## config.mk

```make
export PLATFORM = sky130hd
export DESIGN_NAME = fast_serial_port
export DESIGN_NICKNAME = d
export VERILOG_FILES = /design/src/rtl/fast_serial_port.sv
export SDC_FILE = /design/constraint.sdc
export NUM_CORES = 1
export LEC_CHECK = 0
export ABC_AREA = 1
export ABC_CLOCK_PERIOD_IN_PS = 2700
export CORE_MARGIN = 5
export CORE_UTILIZATION = 55
export DETAILED_ROUTE_END_ITERATION = 16
export PLACE_DENSITY = 0.81
export SLEW_MARGIN = 0
export SYNTH_ARGS = -nofsm -noshare
export SYNTH_HDL_FRONTEND = slang
export SYNTH_SLANG_ARGS = --single-unit
```

## constraint.sdc

```tcl
create_clock -name i_clk -period 2.7 [get_ports i_clk]
set_input_delay 0.27 -clock i_clk [delete_from_list [all_inputs] [get_ports i_clk]]
set_output_delay 0.27 -clock i_clk [all_outputs]
set_load 0.02 [all_outputs]
```

## src/rtl/fast_serial_port.sv

```systemverilog
// fast_serial_port: FTDI fast-serial (FSCLK/FSDI/FSDO/FSCTS) bridge with TX and RX FIFOs.
module fast_serial_port #(
    parameter int CLK_DIV    = 8,
    parameter int FIFO_DEPTH = 16,
    parameter bit TX_SRC     = 1'b0
) (
    input  logic                        i_clk,
    input  logic                        i_reset,
    input  logic [7:0]                  i_tx_data,
    input  logic                        i_tx_valid,
    output logic                        o_tx_ready,
    output logic [7:0]                  o_rx_data,
    output logic                        o_rx_src,
    output logic                        o_rx_valid,
    input  logic                        i_rx_ready,
    output logic                        o_fsclk,
    output logic                        o_fsdi,
    input  logic                        i_fsdo,
    input  logic                        i_fscts,
    output logic [$clog2(FIFO_DEPTH):0] o_tx_level,
    output logic [$clog2(FIFO_DEPTH):0] o_rx_level,
    output logic                        o_rx_overflow,
    input  logic                        i_ovf_clr,
    output logic                        o_tx_idle
);
    localparam int AW = $clog2(FIFO_DEPTH);
    localparam int HALF = CLK_DIV / 2;
    localparam int DW = $clog2(HALF);
    localparam logic [AW:0] FULL = (AW + 1)'(FIFO_DEPTH);
    typedef enum logic {TX_IDLE, TX_SHIFT} tx_state_t;
    typedef enum logic {RX_IDLE, RX_SHIFT} rx_state_t;
    logic [DW-1:0] r_div;
    logic          r_fsclk;
    logic [1:0]    r_fsdo_sync, r_fscts_sync;
    logic [7:0]    r_tx_mem [FIFO_DEPTH];
    logic [AW-1:0] r_tx_wp, r_tx_rp;
    logic [AW:0]   r_tx_level;
    tx_state_t     r_tx_state;
    logic [8:0]    r_tx_sh;
    logic [3:0]    r_tx_cnt;
    logic          r_fsdi;
    logic [8:0]    r_rx_mem [FIFO_DEPTH];
    logic [AW-1:0] r_rx_wp, r_rx_rp;
    logic [AW:0]   r_rx_level;
    rx_state_t     r_rx_state;
    logic [7:0]    r_rx_sh;
    logic [3:0]    r_rx_cnt;
    logic          r_ovf;
    logic          w_wrap, w_rise, w_fall, w_rx_bit;
    logic          w_tx_push, w_tx_start, w_rx_push, w_rx_wr, w_rx_pop;
    logic [8:0]    w_rx_head;
    // Strobes flag the cycle whose closing edge drives the FSCLK transition.
    assign w_wrap = r_div == DW'(HALF - 1);
    assign w_rise = w_wrap & ~r_fsclk;
    assign w_fall = w_wrap & r_fsclk;
    assign w_rx_bit = r_fsdo_sync[1];
    always_ff @(posedge i_clk) begin
        if (i_reset) begin
            r_div        <= '0;
            r_fsclk      <= 1'b0;
            r_fsdo_sync  <= 2'b11;
            r_fscts_sync <= 2'b00;
        end else begin
            r_div        <= w_wrap ? '0 : r_div + DW'(1);
            r_fsclk      <= r_fsclk ^ w_wrap;
            r_fsdo_sync  <= {r_fsdo_sync[0], i_fsdo};
            r_fscts_sync <= {r_fscts_sync[0], i_fscts};
        end
    end
    assign o_tx_ready = r_tx_level != FULL;
    assign w_tx_push  = i_tx_valid & o_tx_ready;
    assign w_tx_start = r_tx_state == TX_IDLE & w_fall & r_tx_level != '0 & r_fscts_sync[1];
    always_ff @(posedge i_clk) begin
        if (w_tx_push) r_tx_mem[r_tx_wp] <= i_tx_data;
    end
    always_ff @(posedge i_clk) begin
        if (i_reset) begin
            r_tx_wp    <= '0;
            r_tx_rp    <= '0;
            r_tx_level <= '0;
        end else begin
            r_tx_wp    <= r_tx_wp + AW'(w_tx_push);
            r_tx_rp    <= r_tx_rp + AW'(w_tx_start);
            r_tx_level <= r_tx_level + (AW + 1)'(w_tx_push) - (AW + 1)'(w_tx_start);
        end
    end
    // Counter tracks frame bits already driven after the start bit; 9 means the source bit is on the line.
    always_ff @(posedge i_clk) begin
        if (i_reset) begin
            r_tx_state <= TX_IDLE;
            r_tx_sh    <= '0;
            r_tx_cnt   <= '0;
            r_fsdi     <= 1'b1;
        end else if (w_tx_start) begin
            r_tx_state <= TX_SHIFT;
            r_tx_sh    <= {TX_SRC, r_tx_mem[r_tx_rp]};
            r_tx_cnt   <= '0;
            r_fsdi     <= 1'b0;
        end else if (r_tx_state == TX_SHIFT && w_fall) begin
            r_tx_state <= r_tx_cnt == 4'd9 ? TX_IDLE : TX_SHIFT;
            r_tx_sh    <= r_tx_sh >> 1;
            r_tx_cnt   <= r_tx_cnt + 4'd1;
            r_fsdi     <= r_tx_cnt == 4'd9 ? 1'b1 : r_tx_sh[0];
        end
    end
    assign o_fsclk    = r_fsclk;
    assign o_fsdi     = r_fsdi;
    assign o_tx_level = r_tx_level;
    assign o_tx_idle  = r_tx_state == TX_IDLE && r_tx_level == '0;
    always_ff @(posedge i_clk) begin
        if (i_reset) begin
            r_rx_state <= RX_IDLE;
            r_rx_sh    <= '0;
            r_rx_cnt   <= '0;
        end else if (w_rise) begin
            r_rx_state <= r_rx_state == RX_IDLE ? (w_rx_bit ? RX_IDLE : RX_SHIFT) :
                          (r_rx_cnt == 4'd8 ? RX_IDLE : RX_SHIFT);
            r_rx_sh    <= r_rx_state == RX_SHIFT ? {w_rx_bit, r_rx_sh[7:1]} : r_rx_sh;
            r_rx_cnt   <= r_rx_state == RX_SHIFT ? r_rx_cnt + 4'd1 : '0;
        end
    end
    // A full FIFO still accepts a frame when the head leaves in the same cycle.
    assign o_rx_valid = r_rx_level != '0;
    assign w_rx_pop   = o_rx_valid & i_rx_ready;
    assign w_rx_push  = w_rise & r_rx_state == RX_SHIFT & r_rx_cnt == 4'd8;
    assign w_rx_wr    = w_rx_push & (r_rx_level != FULL | w_rx_pop);
    always_ff @(posedge i_clk) begin
        if (w_rx_wr) r_rx_mem[r_rx_wp] <= {w_rx_bit, r_rx_sh};
    end
    always_ff @(posedge i_clk) begin
        if (i_reset) begin
            r_rx_wp    <= '0;
            r_rx_rp    <= '0;
            r_rx_level <= '0;
            r_ovf      <= 1'b0;
        end else begin
            r_rx_wp    <= r_rx_wp + AW'(w_rx_wr);
            r_rx_rp    <= r_rx_rp + AW'(w_rx_pop);
            r_rx_level <= r_rx_level + (AW + 1)'(w_rx_wr) - (AW + 1)'(w_rx_pop);
            r_ovf      <= (w_rx_push & ~w_rx_wr) | (r_ovf & ~i_ovf_clr);
        end
    end
    assign w_rx_head     = r_rx_mem[r_rx_rp];
    assign o_rx_data     = w_rx_head[7:0];
    assign o_rx_src      = w_rx_head[8];
    assign o_rx_level    = r_rx_level;
    assign o_rx_overflow = r_ovf;
endmodule

```

Word level (Yosys, flattened, before mapping)
Memories as Yosys holds them, arrays and structs flattened. A register that Yosys moved wholly into a read port is not among the register bits.
Cells that the tools add are included.
W data, S select, Z words.
{"block": "classes", "add_sub_neg": 11, "eq_ne": 5, "mux": 18, "bitwise_logic": 19, "n_reduce_logical": 9}
{"operator": "$add A4 B1 Y4", "count": 4}
{"operator": "$mux W8", "count": 2}
{"operator": "$mux W1", "count": 13}
{"operator": "$and A1 B1 Y1", "count": 12}
{"operator": "$mux W4", "count": 3}
{"operator": "$add A5 B1 Y5", "count": 2}
{"operator": "$ne A5 B5 Y1 const B", "count": 2}
{"operator": "$reduce_bool A5 Y1", "count": 2}
{"operator": "$sub A5 B1 Y5", "count": 2}
{"operator": "$add A4 B1 Y4 const B", "count": 2}
{"operator": "$eq A4 B4 Y1 const B", "count": 2}
{"operator": "$logic_not A5 Y1", "count": 1}
{"operator": "$not A1 Y1", "count": 4}
{"operator": "$reduce_or A2 Y1", "count": 2}
{"operator": "$add A2 B1 Y2 const B", "count": 1}
{"operator": "$eq A2 B2 Y1 const B", "count": 1}
{"operator": "$logic_and A1 B1 Y1", "count": 2}
{"operator": "$or A1 B1 Y1", "count": 2}
{"operator": "$reduce_and A2 Y1", "count": 1}
{"operator": "$reduce_bool A2 Y1", "count": 1}
{"operator": "$xor A1 B1 Y1", "count": 1}
{"block": "totals", "ff_bits": 61, "ram_bits": 272, "input_bits": 15, "out_inout_bits": 25, "mem_count": 2}
{"name": "r_rx_mem", "depth": 16, "width": 9, "read_ports": 1, "rd_ports_with_merged_regs": 1, "wr": 1, "line_no": "42", "text": "logic [8:0] r_rx_mem [FIFO_DEPTH];"}
{"name": "r_tx_mem", "depth": 16, "width": 8, "read_ports": 1, "rd_ports_with_merged_regs": 1, "wr": 1, "line_no": "35", "text": "logic [7:0] r_tx_mem [FIFO_DEPTH];"}

Longest topological paths before layout
Gate-level depths: netlist (run 1).
{"block": "logic_depth", "word_depth": 8, "ltp_mapped": 15}

Least setup slack after synthesis (run 1)
OpenSTA, ideal clock, no wires.
{"block": "synth_path", "path_type": "register to register", "start": "register r_div[0]", "end": "register r_rx_level[4] (netlist: o_rx_level[4])", "setup_time_ps": 70, "arrival_ps": 2696, "required_time_ps": 2630, "slack_ps": -66, "stages_incl_launch_ff": 16, "path_cell_list": "dfxtp_1 ha_1 ha_1 nand2_2 clkinv_2 nand4_2 nor2_4 inv_1 ha_1 inv_1 ha_1 inv_1 fa_1 o31ai_1 o21ai_0 a21oi_1"}
{"block": "synth_between", "elab_chain_len": 7}
{"element": "from (decl)", "line_no": "32", "text": "logic [DW-1:0] r_div;"}
{"element": "from (signal assigned)", "line_no": "64", "text": "r_div <= w_wrap ? '0 : r_div + DW'(1);"}
{"element": "$eq A2 B2 Y1", "line_no": "53", "text": "assign w_wrap = r_div == DW'(HALF - 1);"}
{"element": "$and A1 B1 Y1", "line_no": "54", "text": "assign w_rise = w_wrap & ~r_fsclk;"}
{"element": "$and A1 B1 Y1 (2 in series)", "line_no": "125", "text": "assign w_rx_push = w_rise & r_rx_state == RX_SHIFT & r_rx_cnt == 4'd8;"}
{"element": "$and A1 B1 Y1", "line_no": "126", "text": "assign w_rx_wr = w_rx_push & (r_rx_level != FULL | w_rx_pop);"}
{"element": "$add A5 B1 Y5", "line_no": "139", "text": "r_rx_level <= r_rx_level + (AW + 1)'(w_rx_wr) - (AW + 1)'(w_rx_pop);"}
{"element": "$sub A5 B1 Y5", "line_no": "139"}
{"element": "to (signal assigned)", "line_no": "139"}
{"element": "to (decl)", "line_no": "44", "text": "logic [AW:0] r_rx_level;"}
Every way passes these cells.
A chain may end at the register's enable or synchronous reset.

Worst setup path in the final report (run 1)
{"block": "layout_path", "start": "register r_div[0]", "end": "register r_tx_level[4] (netlist: o_tx_level[4])"}
{"block": "layout_between", "elab_chain_len": 6}
{"element": "$eq A2 B2 Y1", "line_no": "53"}
{"element": "$and A1 B1 Y1", "line_no": "55", "text": "assign w_fall = w_wrap & r_fsclk;"}
{"element": "$and A1 B1 Y1 (3 in series)", "line_no": "72", "text": "assign w_tx_start = r_tx_state == TX_IDLE & w_fall & r_tx_level != '0 & r_fscts_sync[1];"}
{"element": "$sub A5 B1 Y5", "line_no": "84", "text": "r_tx_level <= r_tx_level + (AW + 1)'(w_tx_push) - (AW + 1)'(w_tx_start);"}
{"element": "to (signal assigned)", "line_no": "84"}
{"element": "to (decl)", "line_no": "37", "text": "logic [AW:0] r_tx_level;"}
Every way passes these cells.

==> metrics.md, run 1 <==
| Metric | Value |
|---|---|
| Area Overhead vs Synth | `15.25%` |
| CP required | `between 3 and 4 ns` |
| Gate count after technology mapping | `1,184` |
| Syn Nets | `around 1,200` |
| Antenna cell count | `0` |
| Residual DRC | `0` |
| First-pass GRT wire length | `between 40 and 50 mm` |
| CP Launch Type | `flop` |
| Clock buffer count from CTS | `31` |
| Cell family with most CP delay | `adder cells` |
| Number of antenna violations at the first check in global routing | `0` |
| Routability cong. | `slightly below 0.8` |
| Pwr/cell area | `778.4 nW/µm²` |
| Setup TNS | `0 ns` |
| Min cycle time layout | `between 2 and 3 ns` |
| Critical-path cell list | `ha_4 > buf_4 > ha_1 > inv_1 > nor3b_1 > nand2_1 > clkinv_1 > ha_1 > inv_1 > ha_1 > fa_2 > nand3_1 > nand2_1 > o21ai_0 > a21oi_1` |
| GRT Resource Usage Total | `20.94%` |
| VDD IR max | `between 0.7 and 0.8 mV` |
| Worst setup path end | `o_tx_level[4]` |
| Worst r2r src | `r_div[0]` |
| Drt total wl | `30.06 mm` |
| CP bufs+invs | `4` |
| Fin. max-slew vios | `0` |
| Hold Crit Class | `input pin to flop` |
| CTS tree | `done` |
| Sequential share of the synthesized area | `around 69%` |
| Clk_skew | `about 0.012 ns` |
| Synthesized area | `approximately 14,000 µm²` |
| Hold-fix buffers, CTS | `0` |
| Setup Fix Bufs, Post-CTS | `0` |
| Most frequent CP cell | `ha_1` |
| Crit path DAT | `2.95 ns` |
| DR pass1 iterations | `6` |
| CTS Root Cell | `clkbuf_16` |
| Fin. Hold Viols | `0` |
| Initial Util | `roughly 56%` |
| Worst Path Max Fanout | `3` |
| Wire per inst | `around 19 µm` |
| CTS max path bufs | `3` |
| Crit end category | `flop` |
| Slowest cell on crit path | `fa_2` |
| Final period util | `93.42%` |
| Ranking of synthesized cells by area | `edfxtp_1 (60%), dfxtp_1 (9.0%), nor2_1 (6.2%), o21ai_0 (4.7%), nand3_1 (3.3%)` |
| Leak pwr | `5.296 nW` |
| Worst reg2reg setup slack | `approximately 0.18 ns` |
| GRT overflow | `0` |
| Die extent in x | `167.4 µm` |
| Worst-Margin Slew | `~0.86 ns` |
| Worst r2r dst | `o_tx_level[4]` |
| Via count | `slightly above 9,000` |
| Die height | `between 150 and 200 µm` |
| Fmax achieved | `approximately 0.40 GHz` |
| Critical path depth | `15` |
| Synth cell types | `36` |
| Status | `complete, no violations` |
| Rel. slew slack | `a little over two fifths` |
| HP Start | `i_fscts` |
| Finished Core Util | `between 60% and 70%` |
| Reg2reg path depth | `15` |
| H-tree depth | `1` |
| I/O pins | `40` |
| Critical Path Max Stage Delay | `between 0.3 and 0.4 ns` |
| DRT iter0 DRCs | `just over 1,000` |
| Post-route ant nets | `0` |
| Hold depth | `3` |
| Rows | `57` |
| Yosys synthesis warning count | `0` |
| Vias/cell | `roughly 5.7` |
| Class of the most critical setup path | `flop to flop` |
| Avg Inst Size Synth | `about 12 µm²` |
| Clk_lat worst skew | `between 0.5 and 0.6 ns` |
| Max_cap viols | `0` |
| Share of cells above drive strength 1 | `10.02%` |
| Core Box Area | `24,390 µm²` |
| Vias in the first global route | `roughly 8,900` |
| Share of the synthesized area in the top cell type | `about 60%` |
| Input/output buffers | `39` |
| CP startpoint | `r_div[0]` |
| Net count, final | `between 1,000 and 1,500` |
| Clk sinks | `about 330` |
| Largest net degree at the start of global routing | `between 80 and 90` |
| Setup violations, final | `0` |
| CTS clk-pin slew, worst paths | `approximately 0.06 ns` |
| #FFs+latches synth | `roughly 330` |
| RSZ-0062 raised after global routing | `no` |
| Die ar. | `about 28,000 µm²` |
| Synth area leader | `edfxtp_1` |
| Post-detail-place hpwl | `between 15 and 20 mm` |
[registers in the layout (all words and copies together) (netlist names), 4 cells and up]
register and cells:
r_tx_sh 8, r_rx_wp 4, r_tx_wp 4, r_tx_cnt 4
r_rx_cnt 4, r_rx_rp 4, o_tx_level 5, r_rx_mem 144
r_tx_mem 128, r_rx_sh 8, o_rx_level 5, r_tx_rp 4
[how the worst min path moves through the flow]
stage / end / slack [ns]
after global routing: r_fscts_sync[0] / 0.26
after CTS: r_fscts_sync[0] / 0.23
after detailed placement: r_fsdo_sync[1] / 0.39
after global placement: r_fsdo_sync[1] / 0.39
final: r_fscts_sync[0] / 0.25
after floorplan: r_tx_mem[0][0] / 0.37
[placed cells by master (no fill, tap or decap), drive strengths merged]
cell / count
bufbuf: 1
nor3: 3
buf: 54
clkinvlp: 3
clkinv: 15
o211ai: 32
bufinv: 7
nor2: 225
edfxtp: 272
clkdlybuf4s50: 30
fa: 2
or2: 4
inv: 92
o21ai: 129
xor2: 3
a21oi: 22
a31oi: 1
nor3b: 2
nand3: 91
nand2: 114
dfxtp: 61
ha: 27
clkbuf: 35
dlygate4sd2: 9
nand4: 4
o31ai: 1
xnor2: 6
o221ai: 26
o22ai: 5
nor4: 1
[kinds of logic after synthesis]
family / count (synthesis) / synth area share [%]
compound gates: 216 / 9.311
simple gates: 444 / 13.51
xor+xnor: 9 / 0.5785
buf+inv: 153 / 4.922
flops: 333 / 68.91
fa+ha+maj: 29 / 2.773
[repair_timing]
action | 4_1_cts | 5_1_grt
setup endpoints to repair | 9 | 2
resized for setup | 15 | 11
pin swaps | 0 | 2
cloned | 2 | 0
[stage by stage]
step / hold WS (ns) / power (mW) / std cells / instance area (µm²) / setup WS [ns]
6_report: 0.2511 / 12.22 / 1601 / 15700 / 0.1775
5_1_grt: 0.2556 / 12.70 / 1601 / 15700 / 0.007965
4_1_cts: 0.2309 / 12.20 / 1601 / 15660 / 0.0007436
3_5_place_dp: 0.3933 / 7.641 / 1542 / 14540 / 0.02764
3_3_place_gp: 0.3905 / 7.582 / 1542 / 14540 / 0.04997
2_1_floorplan: 0.3689 / 6.980 / 1184 / 13630 / 0.008330
[worst min-delay path, delay by kind of cell]
kind,cells,cell delay (ns)
buffers and inverters,2,0.44
AND/OR/NAND/NOR,1,0.03
[per-layer routing]
metal  routed length, µm  GRT usage (%)  up-vias  share of wire (%)
met4                 691          6.034        0                2.3
met1               11770          28.08     4391                 39
met5                   0              0        -                  0
met3                2475          2.805       51                8.2
met2               15130          36.15      437                 50
li1                    -              -     4299                  -
[power by group]
group | internal, mW | switching (mW)
combinational | 0.700 | 1.20
sequential | 5.67 | 0.124
clock | 2.76 | 1.77
total | 9.13 | 3.10
[cell usage after synthesis]
master and count:
xnor2_1 6, o21ai_0 129, buf_4 3, fa_1 2, nor2_1 224, ha_1 27
clkinv_2 1, buf_2 22, o22ai_1 5, buf_1 1, nor2_4 1, nor3b_1 2
dfxtp_1 61, xor2_1 3, clkinv_1 2, nand2_1 113, inv_1 88, inv_2 2
o221ai_1 26, a31oi_1 1, clkbuf_1 25, nand3_1 89, edfxtp_1 272, nand2_2 1
nand3_2 2, nor4_1 1, clkbuf_2 1, buf_6 7, or2_2 4, nor3_1 3
nand4_2 1, o31ai_1 1, o211ai_1 32, nand4_1 3, inv_4 1, a21oi_1 22
[cell type report]
type	instances	area, µm²
Tap cell	324	405.4
Clock inverter	22	280.3
Timing Repair inverter	1	6.256
Fill cell	1784	8687
Timing Repair Buffer	94	845.8
Multi-Input combinational cell	698	3616
Inverter	94	361.6
Sequential cell	333	9398
Clock buffer	35	790.8
(Power assumes the default switching activity.)
==> run 2, diff against run 1 <==
--- a/config.mk
+++ b/config.mk
@@ -7,9 +7,12 @@
 export LEC_CHECK = 0
 export ABC_AREA = 1
 export ABC_CLOCK_PERIOD_IN_PS = 2700
+export CELL_PAD_IN_SITES_DETAIL_PLACEMENT = 1
+export CELL_PAD_IN_SITES_GLOBAL_PLACEMENT = 1
 export CORE_MARGIN = 5
-export CORE_UTILIZATION = 55
+export CORE_UTILIZATION = 45
 export DETAILED_ROUTE_END_ITERATION = 16
+export HOLD_SLACK_MARGIN = 0.02
 export PLACE_DENSITY = 0.81
 export SLEW_MARGIN = 0
 export SYNTH_ARGS = -nofsm -noshare
==> metrics.md, run 2 (synthesized netlist as in run 1, its figures left out) <==
| Metric | Value |
|---|---|
| Class of the most critical setup path | `flop to output port` |
| Placed cells | `1,614 (+4.7%)` |
| Post-detail-place hpwl | `23.07 mm (+31%)` |
| Worst Path Max Fanout | `26 (+23)` |
| VDD IR max | `0.5043 mV (-29%)` |
| Clk sinks | `333 (unchanged)` |
| Die ar. | `33,860 µm² (+21%)` |
| Reg2reg path depth | `15 (unchanged)` |
| CP required | `2.43 ns (-0.69 ns)` |
| Sw frac | `26.98% (+1.6 points)` |
| Net count, final | `1,307 (+0.77%)` |
| Clk_skew | `0.02404 ns (+0.01187 ns)` |
| Vias in the first global route | `10,120 (+14%)` |
| Antenna cell count | `0 (unchanged)` |
| Clock network power share | `36.0% (-1.1 points)` |
| Post-placement setup slack | `-0.0005203 ns (-0.02816 ns)` |
| Clock buffer count from CTS | `35 (+13%)` |
| Final period util | `95.34% (+1.9 points)` |
| Initial Util | `45.73% (-10 points)` |
| Die extent in x | `184.0 µm (+9.9%)` |
| DR pass1 iterations | `5 (-1)` |
| Part of the power in registers | `47.7% (+0.3 points)` |
| RSZ-0062 raised after global routing | `no` |
| Post-route ant nets | `0 (unchanged)` |
| Largest Register | `r_rx_mem` |
| Rows | `63 (+11%)` |
| Die height | `184.0 µm (+9.9%)` |
| CP Launch Type | `flop` |
| P_sw | `3.280 mW (+5.8%)` |
| Setup violations, final | `0 (unchanged)` |
| Routability cong. | `0.8365 (+5.5%)` |
| Residual DRC | `0 (unchanged)` |
| Comb pwr share | `16.4% (+0.8 points)` |
| WHS | `0.2885 ns (+0.03736 ns)` |
| H-tree depth | `2 (+1)` |
| Cell family with most CP delay | `buffers and inverters` |
| Via count | `9,297 (+1.3%)` |
| Filler Cell Count | `3,102 (+74%)` |
| Fin. Hold Viols | `0 (unchanged)` |
| I/O pins | `40 (unchanged)` |
| Critical-path cell list | `bufbuf_16 > o21ai_0 > o211ai_1 > o211ai_1 > nand2_1 > dlygate4sd2_1` |
| Status | `complete, no violations` |
| CTS max path bufs | `3 (unchanged)` |
| Rel. slew slack | `46.75% (+4.1 points)` |
| CTS clk-pin slew, worst paths | `0.06 ns (about the same)` |
| Hold depth | `3 (unchanged)` |
| Core Box Area | `29,800 µm² (+22%)` |
| Met2 layer usage reported by global route | `38.64% (+2.5 points)` |
| Most frequent CP cell | `o211ai_1` |
| Slowest cell on crit path | `dfxtp_4` |
| Drt total wl | `35.95 mm (+20%)` |
| Crit path DAT | `2.30 ns (-0.65 ns)` |
| Hold Crit Class | `input pin to flop` |
| Vias/cell | `5.544 (-3.3%)` |
| Number of antenna violations at the first check in global routing | `0 (unchanged)` |
| Pwr/cell area | `767.6 nW/µm² (-1.4%)` |
| Max_cap viols | `0 (unchanged)` |
| Commonest non-fill, non-tap cell in the layout | `edfxtp_1` |
| First-pass GRT wire length | `56.67 mm (+20%)` |
| Most frequent cells in the layout | `edfxtp_1 (272), nor2_1 (224), o21ai_0 (128), nand2_1 (113), nand3_1 (89)` |
| Worst-Margin Slew | `0.7962 ns (-0.06325 ns)` |
| Pint | `8.879 mW (-2.7%)` |
| Leak pwr | `5.324 nW (+0.51%)` |
| Input/output buffers | `39 (unchanged)` |
| CP bufs+invs | `2 (-2)` |
| Grt met3 use | `3.146% (+0.34 points)` |
| DRT iter0 DRCs | `663 (-34%)` |
| GR peak layer | `met2` |
| CTS tree | `done` |
| Worst reg2reg setup slack | `0.18 ns (about the same)` |
| Hold-fix buffers, CTS | `0 (unchanged)` |
| M1 GR Usage | `26.39% (-1.7 points)` |
| Worst r2r src | `r_div[0]` |
| Largest net degree at the start of global routing | `87 (unchanged)` |
| GRT overflow | `0 (unchanged)` |
| Overall Power | `12.16 mW (-0.53%)` |
| Worst Hold End | `r_fscts_sync[0]` |
| GRT Resource Usage Total | `21.36% (+0.42 points)` |
| Area Overhead vs Synth | `16.25%` |
| Largest registers | `r_rx_mem (144), r_tx_mem (128)` |
| Finished Layout Cells | `1,677 (+4.7%)` |
| CTS Root Cell | `clkbuf_16` |
| Min cycle time layout | `2.574 ns (+0.05167 ns)` |
| Worst r2r dst | `o_tx_level[4]` |
| Clk_lat worst skew | `0.52 ns (-0.03 ns)` |
| Fin worst setup slack | `0.1259 ns (-0.05168 ns)` |
| Crit end category | `output port` |
| Max reg flops | `144 (unchanged)` |
| Fmax achieved | `0.3885 GHz (-2.0%)` |
| HP Start | `i_fscts` |
| Critical Path Max Stage Delay | `0.44 ns (+0.06 ns)` |
| Share of cells above drive strength 1 | `10.10% (+0.078 points)` |
| Fin. max-slew vios | `0 (unchanged)` |
| Wire per inst | `21.44 µm (+14%)` |
==> run 2: cell types whose count changed in the layout (fill, tap and decap cells not counted), moves of 2 or more <==
cell        previous run  this run
clkinv_2               7         3
bufinv_16              7         0
buf_4                 51        54
buf_12                 2         6
clkinv_8               0         2
clkbuf_8               0         2
clkinvlp_2             2         0
clkbuf_16             31        35
clkinv_1               8         5
clkbuf_1               4        17
==> run 2: worst max path at each step <==
stage,endpoint,startpoint,cells past startpoint
final,o_rx_data[4],r_rx_rp[0],6
after global routing,o_rx_data[4],r_rx_rp[0],9
after CTS,o_rx_level[4],r_div[0],15
after detailed placement,o_rx_level[4],r_div[0],15
after global placement,o_rx_level[4],i_rx_ready,13
after floorplan,o_rx_level[4],r_div[0],15
==> run 2: per-stage QoR <==
step | setup TNS, ns | area (µm²) | utilization, %
after CTS | 0 | 15790 | 53.01
after floorplan | 0 | 13630 | -
final | 0 | 15840 | 53.16
after global placement | 0 | 14710 | 49.36
after global routing | 0 | 15840 | 53.16
after detailed placement | -0.0005203 | 14710 | 49.36
==> run 2: cell type report <==
class                      count  area (µm²)  share of cell area (%)
sequential                   333        9399                   59.34
clock inverter                 7       53.80                  0.3397
timing repair buffer         101       948.4                   5.987
clock buffer                  54       967.2                   6.106
multi-input combinational    698        3622                   22.87
inverter                      94       361.6                   2.283
tap                          390       488.0                   3.081
==> run 2: power by group through the flow <==
stage                     sequential (mW)  clock, mW  combinational [mW]
final                                5.79       4.37                1.99
after global routing                 5.81       4.67                2.20
after CTS                            5.79       4.43                1.97
after detailed placement             5.88          0                1.89
after global placement               5.87          0                1.78
after floorplan                      5.92          0                1.06
==> run 2: routing by layer <==
layer  vias to the layer above  part of all wire, %
met3                        74                  4.7
met5                         -                    0
met4                         0                  2.8
met2                       242                   52
met1                      4666                   40
li1                       4315                    -
==> run 2: what timing repair did <==
action	4_1_cts	5_1_grt
pin swaps	0	3
gates resized for setup	21	10
endpoints found under the setup margin	11	4
gates cloned	1	0
buffers inserted	0	1
==> run 2: worst reg2reg max path, cell delays in order (launching register included) <==
cell and delay (ns):
dfxtp_2 0.33, ha_4 0.16, buf_4 0.13, ha_1 0.18, inv_1 0.07, nor3b_1 0.05
nand2_1 0.10, clkinv_1 0.09, ha_1 0.28, inv_1 0.05, ha_1 0.22, fa_2 0.39
nand3_1 0.10, nand2_1 0.07, o21ai_1 0.12, a21oi_1 0.05
==> run 3, diff against run 2 <==
--- a/config.mk
+++ b/config.mk
@@ -9,10 +9,10 @@
 export ABC_CLOCK_PERIOD_IN_PS = 2700
 export CELL_PAD_IN_SITES_DETAIL_PLACEMENT = 1
 export CELL_PAD_IN_SITES_GLOBAL_PLACEMENT = 1
-export CORE_MARGIN = 5
+export CORE_MARGIN = 4
 export CORE_UTILIZATION = 45
 export DETAILED_ROUTE_END_ITERATION = 16
-export HOLD_SLACK_MARGIN = 0.02
+export HOLD_SLACK_MARGIN = 0.03
 export PLACE_DENSITY = 0.81
 export SLEW_MARGIN = 0
 export SYNTH_ARGS = -nofsm -noshare
==> metrics.md, run 3 (synthesized netlist as in run 1, its figures left out) <==
| Metric | Value |
|---|---|
| Status | `complete, no violations` |
| Fin. max-slew vios | `0 (unchanged)` |
| Min cycle time layout | `2.551 ns (-0.02345 ns)` |
| Max_cap viols | `0 (unchanged)` |
| Residual DRC | `0 (unchanged)` |
| VDD IR max | `0.5469 mV (+8.5%)` |
| Die ar. | `33,130 µm² (-2.2%)` |
| H-tree depth | `2 (unchanged)` |
| Net count, final | `1,302 (-0.38%)` |
| Setup TNS | `0 ns (unchanged)` |
| First-pass GRT wire length | `56.19 mm (-0.84%)` |
| Worst-Margin Slew | `0.8703 ns (+0.07413 ns)` |
| Via count | `9,363 (+0.71%)` |
| Commonest non-fill, non-tap cell in the layout | `edfxtp_1` |
| Clk_lat worst skew | `0.52 ns (about the same)` |
| Largest net degree at the start of global routing | `87 (unchanged)` |
| Input/output buffers | `39 (unchanged)` |
| Pwr/cell area | `789.7 nW/µm² (+2.9%)` |
| Worst Path Max Fanout | `3 (-88%)` |
| Largest registers | `r_rx_mem (144), r_tx_mem (128)` |
| Die extent in x | `182.0 µm (-1.1%)` |
| Class of the most critical setup path | `flop to flop` |
| DR pass1 iterations | `4 (-1)` |
| Routability cong. | `0.8022 (-4.1%)` |
| Die height | `182.0 µm (-1.1%)` |
| Clk_skew | `0.02348 ns (-0.0005669 ns)` |
| Leak pwr | `5.341 nW (+0.32%)` |
| CTS max path bufs | `3 (unchanged)` |
| GRT overflow | `0 (unchanged)` |
| Final period util | `94.47% (-0.87 points)` |
| Post-route ant nets | `0 (unchanged)` |
| Wire per inst | `21.39 µm (-0.23%)` |
| Max reg flops | `144 (unchanged)` |
| Clock buffer count from CTS | `36 (+2.9%)` |
| Register area | `9397 µm² (about the same)` |
| Setup violations, final | `0 (unchanged)` |
| Rows | `63 (unchanged)` |
| Hold-fix buffers, CTS | `0 (unchanged)` |
| Fmax achieved | `0.3920 GHz (+0.92%)` |
| Crit path DAT | `2.98 ns (+0.68 ns)` |
| Filler Cell Count | `3,076 (-0.84%)` |
| Core Box Area | `29,720 µm² (-0.26%)` |
| Critical Path Max Stage Delay | `0.37 ns (-0.07 ns)` |
| Setup Fix Bufs, Post-CTS | `0 (unchanged)` |
| Number of antenna violations at the first check in global routing | `0 (unchanged)` |
| Most frequent cells in the layout | `edfxtp_1 (272), nor2_1 (224), o21ai_0 (129), nand2_1 (113), nand3_1 (89)` |
| Area Overhead vs Synth | `16.51%` |
| Worst reg2reg setup slack | `0.15 ns (-0.03 ns)` |
| Worst r2r dst | `o_rx_level[4]` |
| Slowest cell on crit path | `fa_2` |
| Post-placement setup slack | `-0.09515 ns (-0.09463 ns)` |
| CTS clk-pin slew, worst paths | `0.06 ns (about the same)` |
| Worst r2r src | `o_rx_level[2]` |
| Share of cells above drive strength 1 | `10.20% (+0.10 points)` |
| Critical-path cell list | `inv_1 > ha_1 > nand2_1 > nor3_1 > buf_4 > nor2_4 > inv_1 > ha_1 > inv_1 > ha_2 > inv_1 > fa_2 > o31ai_4 > o21ai_0 > a21oi_1` |
| Post-detail-place hpwl | `21.98 mm (-4.7%)` |
| GRT Resource Usage Total | `21.59% (+0.23 points)` |
| I/O pins | `40 (unchanged)` |
| RSZ-0062 raised after global routing | `yes` |
| Hold depth | `3 (unchanged)` |
| Multi-input combinational cell area | `3612 µm² (-0.28%)` |
| CTS Root Cell | `clkbuf_16` |
| DRT iter0 DRCs | `818 (+23%)` |
| WHS | `0.3006 ns (+0.01215 ns)` |
| Vias/cell | `5.593 (+0.89%)` |
| CP required | `3.13 ns (+0.70 ns)` |
| CTS tree | `done` |
| Fin worst setup slack | `0.1493 ns (+0.02345 ns)` |
| CP startpoint | `o_rx_level[2]` |
| Vias in the first global route | `10,140 (+0.20%)` |
| Drt total wl | `35.80 mm (-0.41%)` |
| Worst setup path end | `o_rx_level[4]` |
| Crit end category | `flop` |
| Reg2reg path depth | `15 (unchanged)` |
| Finished Core Util | `53.42% (+0.26 points)` |
| Overall Power | `12.54 mW (+3.1%)` |
| Clk sinks | `333 (unchanged)` |
| Largest Register | `r_rx_mem` |
| Hold Crit Class | `input pin to flop` |
| Most frequent CP cell | `inv_1` |
| Fin. Hold Viols | `0 (unchanged)` |
| Antenna cell count | `0 (unchanged)` |
| CP Launch Type | `flop` |
| Rel. slew slack | `41.91% (-4.8 points)` |
| Initial Util | `45.85% (+0.12 points)` |
==> run 3: cell count changes in the layout (fill, tap and decap cells not counted), sizes merged <==
cell          previous run  this run
bufinv                   0         3
clkinv                  10        16
dlygate4sd2              9         8
clkbuf                  54        45
bufbuf                   1         0
clkinvlp                 0         2
inv                     91        92
dlymetal6s2s             0         1
buf                     61        56
==> run 3: power breakdown <==
part	internal [mW]	leakage (nW)	switching [mW]
combinational	0.692	2.11	1.25
sequential	5.67	2.68	0.117
clock	2.83	0.556	1.98
total	9.19	5.34	3.34
==> run 3: worst min-delay path by stage <==
stage | from | endpoint | slack, ns
4_1_cts | i_fscts | r_fscts_sync[0] | 0.29
6_report | i_fscts | r_fscts_sync[0] | 0.30
3_3_place_gp | r_fsdo_sync[0] | r_fsdo_sync[1] | 0.39
3_5_place_dp | r_fsdo_sync[0] | r_fsdo_sync[1] | 0.39
2_1_floorplan | i_tx_data[0] | r_tx_mem[0][0] | 0.37
5_1_grt | i_fscts | r_fscts_sync[0] | 0.31
==> run 3: critical path, delay by kind of cell, from the launching register on <==
kind | cells | cell delay [ns]
adder cells (fa/ha/maj) | 4 | 1.06
flip-flops | 1 | 0.34
AND/OR/NAND/NOR | 3 | 0.22
AO/OA/AOI/OAI | 3 | 0.47
buffers and inverters | 5 | 0.38
==> run 3: layer usage <==
layer / vias up / share of wire, % / track usage, %
li1: 4310 / - / -
met1: 4739 / 41 / 27.73
met2: 234 / 52 / 38.06
met3: 80 / 4.3 / 3.125
met4: 0 / 2.7 / 6.515
met5: - / 0 / 0
==> run 3: repair_timing <==
action | CTS | global route
setup endpoints to repair | 10 | 3
gates resized for setup | 16 | 10
pin swaps | 1 | 2
gates cloned | 0 | 0
==> run 3: final cells by class <==
cell class	count	share of cell area [%]
Sequential cell	333	59.19
Multi-Input combinational cell	698	22.75
Clock buffer	45	6.084
Timing Repair Buffer	95	5.470
Tap cell	390	3.074
Inverter	94	2.262
Clock inverter	19	1.166
==> run 3: metrics by stage <==
stage | area (µm²) | std cells
after floorplan | 13630 | 1184
after global placement | 14670 | 1610
after detailed placement | 14670 | 1610
after CTS | 15840 | 1674
after global routing | 15880 | 1674
final | 15880 | 1674
